### config.mk
export PLATFORM = sky130hd
export DESIGN_NAME = hyperbus_w_serializer
export DESIGN_NICKNAME = d
export VERILOG_FILES = /design/src/rtl/hyperbus_pkg.sv /design/src/rtl/hyperbus_wser_out_reg.sv /design/src/rtl/hyperbus_w_serializer.sv
export SDC_FILE = /design/constraint.sdc
export NUM_CORES = 1
export LEC_CHECK = 0
export BUFFER_PORTS_ARGS = -buffer_cell sky130_fd_sc_hd__buf_2
export CAP_MARGIN = 25
export CORE_ASPECT_RATIO = 1.4
export CORE_MARGIN = 8
export CORE_UTILIZATION = 35
export DETAILED_ROUTE_END_ITERATION = 10
export GPL_TIMING_DRIVEN = 0
export PLACE_DENSITY = 0.66
export SYNTH_ARGS = -nofsm -noshare
export SYNTH_HDL_FRONTEND = slang
export SYNTH_HIERARCHICAL = 1
export SYNTH_SLANG_ARGS = --single-unit
### constraint.sdc
create_clock -name clk_i -period 2.2 [get_ports clk_i]
set_input_delay 0.11 -clock clk_i [delete_from_list [all_inputs] [get_ports clk_i]]
set_output_delay 0.11 -clock clk_i [all_outputs]
set_load 0.02 [all_outputs]
### src/rtl/hyperbus_pkg.sv
// Shared HyperBus types: transmit word payload and W-serializer state encoding.
package hyperbus_pkg;

  typedef struct packed {
    logic [15:0] data;
    logic [1:0]  strb;
    logic        last;
  } hyper_tx_t;

  typedef enum logic [1:0] {
    Idle,
    Serialize,
    Pad,
    Drain
  } hyper_wser_state_t;

endpackage

### src/rtl/hyperbus_wser_out_reg.sv
// One-entry pipeline register between the W serializer core and the PHY tx port.
module hyperbus_wser_out_reg
  import hyperbus_pkg::*;
(
  input  logic      clk_i,
  input  logic      rst_i,
  input  logic      in_valid_i,
  output logic      in_ready_o,
  input  hyper_tx_t in_i,
  output logic      out_valid_o,
  input  logic      out_ready_i,
  output hyper_tx_t out_o
);

  logic      r_full;
  hyper_tx_t r_data;

  // Accept when empty or when the held word leaves this cycle.
  assign in_ready_o  = ~r_full | out_ready_i;
  assign out_valid_o = r_full;
  assign out_o       = r_data;

  always_ff @(posedge clk_i) begin
    if (rst_i) begin
      r_full <= 1'b0;
      r_data <= '0;
    end else if (in_ready_o) begin
      r_full <= in_valid_i;
      if (in_valid_i) r_data <= in_i;
    end
  end

endmodule

### src/rtl/hyperbus_w_serializer.sv
// Splits AXI W beats into 16-bit HyperBus write words with pad/drain on length mismatch.
// Define HYPERBUS_WSER_OUT_REG_EN to register the tx_* port (1 cycle latency).
module hyperbus_w_serializer
  import hyperbus_pkg::*;
#(
  parameter  int unsigned AxiDataWidth = 64,
  parameter  int unsigned BurstWidth   = 16,
  localparam int unsigned NumLanes     = AxiDataWidth / 16,
  localparam int unsigned LaneIdxWidth = $clog2(NumLanes)
) (
  input  logic                      clk_i,
  input  logic                      rst_i,
  input  logic                      cmd_valid_i,
  output logic                      cmd_ready_o,
  input  logic [LaneIdxWidth-1:0]   cmd_lane_i,
  input  logic [BurstWidth-1:0]     cmd_num_words_i,
  input  logic                      w_valid_i,
  output logic                      w_ready_o,
  input  logic [AxiDataWidth-1:0]   w_data_i,
  input  logic [AxiDataWidth/8-1:0] w_strb_i,
  input  logic                      w_last_i,
  output logic                      tx_valid_o,
  input  logic                      tx_ready_i,
  output logic [15:0]               tx_data_o,
  output logic [1:0]                tx_strb_o,
  output logic                      tx_last_o,
  output logic                      err_o,
  input  logic                      err_clr_i
);

  hyper_wser_state_t         r_state, w_state_next;
  logic [LaneIdxWidth-1:0]   r_lane;
  logic [BurstWidth-1:0]     r_words;
  logic                      r_err;
  logic                      r_rst_q;

  logic                      w_blk;
  logic                      w_core_valid;
  logic                      w_core_ready;
  hyper_tx_t                 w_core;
  logic                      w_hs;
  logic                      w_cmd_hs;
  logic                      w_last_word;
  logic                      w_lane_end;
  logic                      w_err_set;
  logic [LaneIdxWidth+3:0]   w_data_base;
  logic [LaneIdxWidth:0]     w_strb_base;

  // Handshakes are blocked while in reset and for the cycle right after it.
  assign w_blk       = rst_i | r_rst_q;
  assign w_hs        = w_core_valid & w_core_ready;
  assign w_cmd_hs    = cmd_valid_i & cmd_ready_o;
  assign w_last_word = (r_words == BurstWidth'(1));
  assign w_lane_end  = (r_lane == LaneIdxWidth'(NumLanes - 1));
  assign w_data_base = {r_lane, 4'b0000};
  assign w_strb_base = {r_lane, 1'b0};

  always_ff @(posedge clk_i) begin
    r_rst_q <= rst_i;
  end

  always_ff @(posedge clk_i) begin
    if (rst_i) r_state <= Idle;
    else       r_state <= w_state_next;
  end

  always_comb begin
    w_state_next = r_state;
    unique case (r_state)
      Idle:      if (w_cmd_hs) w_state_next = Serialize;
      Serialize: begin
        if (w_hs) begin
          if (w_last_word)                  w_state_next = w_last_i ? Idle : Drain;
          else if (w_lane_end && w_last_i)  w_state_next = Pad;
        end
      end
      Pad:       if (w_hs && w_last_word) w_state_next = Idle;
      Drain:     if (w_valid_i && w_ready_o && w_last_i) w_state_next = Idle;
      default:   w_state_next = Idle;
    endcase
  end

  always_comb begin
    cmd_ready_o  = 1'b0;
    w_core_valid = 1'b0;
    w_core       = '0;
    unique case (r_state)
      Idle:      cmd_ready_o = ~w_blk;
      Serialize: begin
        w_core_valid = w_valid_i & ~w_blk;
        w_core.data  = w_data_i[w_data_base +: 16];
        w_core.strb  = w_strb_i[w_strb_base +: 2];
        w_core.last  = w_last_word;
      end
      Pad: begin
        w_core_valid = ~w_blk;
        w_core.last  = w_last_word;
      end
      default: ;
    endcase
  end

  // The beat is popped together with its final used word; Drain discards freely.
  assign w_ready_o = ((r_state == Serialize) & w_hs & (w_lane_end | w_last_word)) |
                     ((r_state == Drain) & ~w_blk);

  assign w_err_set = (r_state == Serialize) & w_hs &
                     ((w_last_word & ~w_last_i) | (~w_last_word & w_lane_end & w_last_i));

  always_ff @(posedge clk_i) begin
    if (rst_i) begin
      r_lane  <= '0;
      r_words <= '0;
      r_err   <= 1'b0;
    end else begin
      if (w_cmd_hs) begin
        r_lane  <= cmd_lane_i;
        r_words <= (cmd_num_words_i == '0) ? BurstWidth'(1) : cmd_num_words_i;
      end else if (w_hs) begin
        r_lane <= r_lane + LaneIdxWidth'(1);
        if (!w_last_word) r_words <= r_words - BurstWidth'(1);
      end
      if (w_err_set)      r_err <= 1'b1;
      else if (err_clr_i) r_err <= 1'b0;
    end
  end

  assign err_o = r_err;

`ifdef HYPERBUS_WSER_OUT_REG_EN
  hyper_tx_t w_out;

  hyperbus_wser_out_reg u_out_reg (
    .clk_i       (clk_i),
    .rst_i       (rst_i),
    .in_valid_i  (w_core_valid),
    .in_ready_o  (w_core_ready),
    .in_i        (w_core),
    .out_valid_o (tx_valid_o),
    .out_ready_i (tx_ready_i),
    .out_o       (w_out)
  );

  assign tx_data_o = w_out.data;
  assign tx_strb_o = w_out.strb;
  assign tx_last_o = w_out.last;
`else
  assign w_core_ready = tx_ready_i;
  assign tx_valid_o   = w_core_valid;
  assign tx_data_o    = w_core.data;
  assign tx_strb_o    = w_core.strb;
  assign tx_last_o    = w_core.last;
`endif

endmodule
## After elaboration in Yosys (flattened, before gate mapping)

Index checks and enable logic that the tools add are counted.

| storage, ports and cells | value |
|---|---|
| bits in registers | 22 |
| latch bits | 0 |
| bits in writable memories | 0 |
| memory bits (read-only) | 0 |
| logic and storage cells | 68 |
| memories kept | 0 |

| cells by class | value |
|---|---|
| add/subtract/negate cells | 2 |
| $mul | 0 |
| div/mod/pow operators | 0 |
| magnitude comparators | 0 |
| equal/unequal tests | 11 |
| shift-type cells | 2 |
| muxes and demuxes | 20 |
| bitwise gates (word level) | 17 |
| reductions and logical operators | 11 |

Operators with widths:

| operator | number |
|---|---|
| $mux 16 | 4 |
| $shiftx 64x7->16 | 1 |
| $mux 18 | 1 |
| $mux 2 | 9 |
| $eq 16x1->1 const B | 1 |
| $logic_not 16->1 | 1 |
| $sub 16x1->16 const B | 1 |
| $and 1x1->1 | 10 |
| $ne 2x2->1 const B | 5 |
| $pmux 2 s4 | 1 |
| $shiftx 8x4->2 | 1 |
| $eq 2x2->1 const B | 3 |
| $reduce_and 5->1 | 1 |
| $logic_and 1x1->1 | 4 |
| $mux 1 | 4 |
| $or 1x1->1 | 4 |
| $reduce_bool 2->1 | 2 |
| $ne 3x3->1 const B | 1 |
| $not 1->1 | 3 |
| $add 2x1->2 const B | 1 |
| $eq 2x1->1 const B | 1 |
| $logic_not 2->1 | 1 |
| $pmux 1 s2 | 1 |
| $reduce_and 2->1 | 1 |
| $reduce_or 2->1 | 1 |

## Depth between registers and ports, before layout

| depth | value |
|---|---|
| word-level depth | 12 |
| gate-level depth with buffers | 8 |
| gate-level depth less buffers | 7 |

## Worst setup path before layout

No wires, ideal clock.

| timing | value |
|---|---|
| path kind | register to register |
| from | reg r_state[0] |
| to | reg r_words[2] |
| setup time | 86 ps |
| arrival time | 1778 ps |
| slack | 337 ps |
| stages on the path, launching flop included | 9 |
| buffers on the path | 1 |
| cell sequence | dfxtp_1 > inv_1 > ha_1 > and4bb_2 > and2_1 > buf_2 > nand3_1 > xor2_1 > a211oi_1 |

| between the ends | value |
|---|---|
| cells in the longest elaborated chain, start to end | 5 |
| elaborated cells on any way between the ends | 11 |
| classes of those cells | 3 x eq/ne; 3 x mux; 2 x bitwise; 3 x reduce/logical |

Ends and longest elaborated chain:

| what | RTL line | text |
|---|---|---|
| start, declared | hyperbus_w_serializer.sv:31 | `hyper_wser_state_t r_state, w_state_next;` |
| start signal, assigned | hyperbus_w_serializer.sv:63 | `if (rst_i) r_state <= Idle;` |
| start signal, assigned | hyperbus_w_serializer.sv:64 | `else r_state <= w_state_next;` |
| $eq 2x2->1 (tied with other cells) | hyperbus_w_serializer.sv:87 | `unique case (r_state)` |
| $pmux 1 s2 or $mux 1 (tied branches) | hyperbus_w_serializer.sv:87 |  |
| $and 1x1->1, on equally long branches | hyperbus_w_serializer.sv:51, hyperbus_w_serializer.sv:52 |  |
| $reduce_bool 2->1 (no source line) or $ne 2x2->1 (tied branches) | - |  |
| $reduce_and 2->1 (no source line) | - |  |
| end signal, assigned | hyperbus_w_serializer.sv:118 | `r_words <= (cmd_num_words_i == '0) ? BurstWidth'(1) : cmd_num_words_i;` |
| end signal, assigned | hyperbus_w_serializer.sv:121 | `if (!w_last_word) r_words <= r_words - BurstWidth'(1);` |
| end, declared | hyperbus_w_serializer.sv:33 | `logic [BurstWidth-1:0] r_words;` |

Several ways; a longest one is shown, not always the timed one.
A chain may end at the register's enable or synchronous reset.

## Final worst setup path

| timing | value |
|---|---|
| from | reg r_state[0] |
| to | out w_ready_o |

| between the ends | value |
|---|---|
| cells in the longest elaborated chain, start to end | 6 |
| elaborated cells on any way between the ends | 9 |
| classes of those cells | 3 x eq/ne; 1 x mux; 5 x bitwise |

Ends and longest elaborated chain:

| what | RTL line | text |
|---|---|---|
| $eq 2x2->1 or $eq 2x1->1 (tied branches) | hyperbus_w_serializer.sv:87, hyperbus_w_serializer.sv:104 |  |
| $pmux 1 s2 | hyperbus_w_serializer.sv:87 |  |
| $and 1x1->1 | hyperbus_w_serializer.sv:51 | `assign w_hs = w_core_valid & w_core_ready;` |
| $and 1x1->1 (2 in a row) | hyperbus_w_serializer.sv:104 | `assign w_ready_o = ((r_state == Serialize) & w_hs & (w_lane_end \| w_last_word)) \|` |
| $or 1x1->1 (*) | hyperbus_w_serializer.sv:104 |  |
| end, declared | hyperbus_w_serializer.sv:18 | `output logic w_ready_o,` |

Mark *: on every way between the ends. The rest lies on a longest branch, timed or not.

==> run metrics <==
Layout Skew approximately 0.010 ns; Peak VDD IR between 0.2 and 0.3 mV; total gr overflow 0; clk slew on worst S/H paths ~0.080 ns; fraction of final layout cells sized beyond drive strength 1 about half; crit end category output pin; Fmax around 0.47 GHz; number of port buffers roughly 120; min-delay worst type input port to register; Most used DFF post-synth dfxtp_1; worst path bufs/invs 3; cell count after synthesis roughly 220; initial antenna violation count 0; Crit path required time ~2.1 ns; largest area contributor in the netlist dfxtp_1; crit start category register; dpl hpwl around 6500 um; Starting Density a little over a third; Skew-Pair Late Insertion Delay around 0.28 ns; wire length per cell 18.4 um; vias in the first global route around 2,400; Fin. Hold Viols 0; most frequent cells in the layout buf_2, nor2_1, and2_1; Die Ht roughly 110 um; Cell variety after synth 55; critical path's largest stage delay about 0.36 ns; die area between 8000 and 9000 sq um; largest net degree at the start of global routing 13; Final GP Congestion roughly 0.9; routed via count between 2,000 and 2,500; H-tree depth 1; Fin Setup TNS 0 ns; Via density 5.56; io pins 120; Avg Inst Size Synth about 9.5 sq um; synthesized area about 2100 sq um; status complete, no violations; CTS sink cnt 22; WS Path Type register to output pin; slowest stage cell on the critical path dfxtp_2; CP top delay family simple AND/OR/NAND/NOR gates; hold-fix buffers at CTS 0; Hold Slack approximately 0.011 ns; Warnings, synthesis 6; number of flops mapped to enable cells by yosys 0; Final period util 97.5%; commonest non-fill, non-tap cell in the layout buf_2; Rel. slew slack between 60% and 70%; Final ANT Viol Nets 0; final WL between 7000 and 8000 um; Cell Chain, Critical Path inv_1, ha_1, and4bb_2, and2_1, buf_6, o211ai_1, nand2_1, buf_2; CTS tree yes; Area contributors post-synth dfxtp_1, mux4_2, and2_1; CP Max Fanout 10; Longest Clk Path Bufs 2; drt first-iter violations 89; Slew @ Worst Pin just under 0.6 ns; GRT Util Overall 16.6%; Setup-failing EPs final 0; Max Cap Viol 0; utilization after layout 49.6%; Slew Limit Fails 0; #FFs+latches synth 22; Leakage 1.27 nW; Setup WS pre-CTS 0.0750 ns; P&R area growth vs syn 37.0%; Cell Pwr Density 484 nW/um^2; core area just under 6000 sq um; DRC 0; CTS root buffer clkbuf_8; DRT Pass-1 Iters 4; # rows 33; Final Critical Period 2.14 ns; Worst Path Arrival about 2 ns; post-route setup slack between 0.05 and 0.06 ns; fill count between 500 and 600; nets@finish about 450; chip width 81.6 um; first-pass GRT wire length about 12,000 um; asr flop ratio synth 0%; Mapped Nets ~330; n_diodes 0; sequential area share after synthesis a little over a fifth; top-area cell type share of the netlist area about a fifth; Num CTS Buffers 3
## through the flow
step	instance area [sq um]	cells	total power, mW
global route	2890	417	1.48
global placement	2790	411	1.08
CTS	2860	415	1.40
finish	2890	417	1.40
detailed placement	2790	411	1.09
floorplan	2110	222	0.876
## final timing paths
check	from	cells after the start	end	slack [ns]
worst min-delay path	rst_i	1	r_rst_q	0.01
worst min register to register	err_o	2	err_o	0.49
worst max-delay path	r_state[0]	8	w_ready_o	0.06
worst max register to register	r_state[0]	8	r_words[2]	0.19
## where the power goes
group          internal (mW)  total (mW)  leakage, nW  switching, mW
registers              0.427       0.467        0.181         0.0394
clock network          0.160       0.307       0.0288          0.147
logic                  0.296       0.625         1.06          0.329
total                  0.884        1.40         1.27          0.515
## synth_stat cells, types with 2 or more instances
| master | count |
|---|---|
| dfxtp_1 | 22 |
| nor2_1 | 22 |
| and2_1 | 21 |
| mux4_2 | 18 |
| a211oi_1 | 13 |
| nand2_1 | 10 |
| ha_1 | 8 |
| inv_1 | 8 |
| xnor2_1 | 8 |
| nand4_1 | 7 |
| clkbuf_1 | 6 |
| nand3_1 | 6 |
| xor2_1 | 5 |
| a21oi_1 | 4 |
| and3_1 | 4 |
| buf_2 | 4 |
| nor3_2 | 4 |
| nor4_1 | 4 |
| o211ai_1 | 4 |
| nor3_1 | 3 |
| a311oi_1 | 2 |
| and4_1 | 2 |
| nor4_4 | 2 |
| o21ai_0 | 2 |
| o21ai_1 | 2 |
| or4_1 | 2 |
## state kept, by name, indices dropped and copies added, names as in the netlist
register  count
err_o         1
r_words      16
r_state       2
r_lane        2
r_rst_q       1
## per-layer routing
| metal | global-route usage (%) | wire length (um) |
|---|---|---|
| met5 | 0 | 0 |
| met4 | 4.53 | 88 |
| met3 | 3.85 | 881 |
| met2 | 30.9 | 3840 |
| met1 | 17.7 | 2880 |
## final cells by class
| cell class | instances | area (sq um) | area share (%) |
|---|---|---|---|
| clock buffer | 4 | 55.1 | 1.91 |
| sequential | 22 | 444 | 15.4 |
| multi-input combinational | 178 | 1570 | 54.2 |
| buffer | 14 | 93.8 | 3.25 |
| tap | 70 | 87.6 | 3.03 |
| timing repair buffer | 121 | 611 | 21.1 |
| inverter | 8 | 30.0 | 1.04 |
## cell families after synthesis
| group | Yosys count | synth area share (%) |
|---|---|---|
| and+or+nand+nor | 98 | 29.6 |
| AOI/OAI and AO/OA | 41 | 14.9 |
| buffers and inverters | 22 | 5.22 |
| DFF | 22 | 20.9 |
| muxes | 18 | 19.2 |
| xor gates and xnor gates | 13 | 5.40 |
| adders and majority gates | 8 | 4.75 |
## worst reg2reg max path: stages, from the launching register on
cell	delay, ns
dfxtp_2	0.36
inv_1	0.08
ha_1	0.30
and4bb_2	0.29
and2_1	0.20
buf_6	0.16
nand3_1	0.15
xor2_1	0.18
a211oi_1	0.22
## timing repair
item / CTS / global route
endpoints found under the setup margin: 10 / 2
resized for setup: 6 / 4
endpoints found under the hold margin: 0 / 0
pin swaps: 0 / 1
setup buffers: 0 / 2
Power figures use the tool's default switching activity.
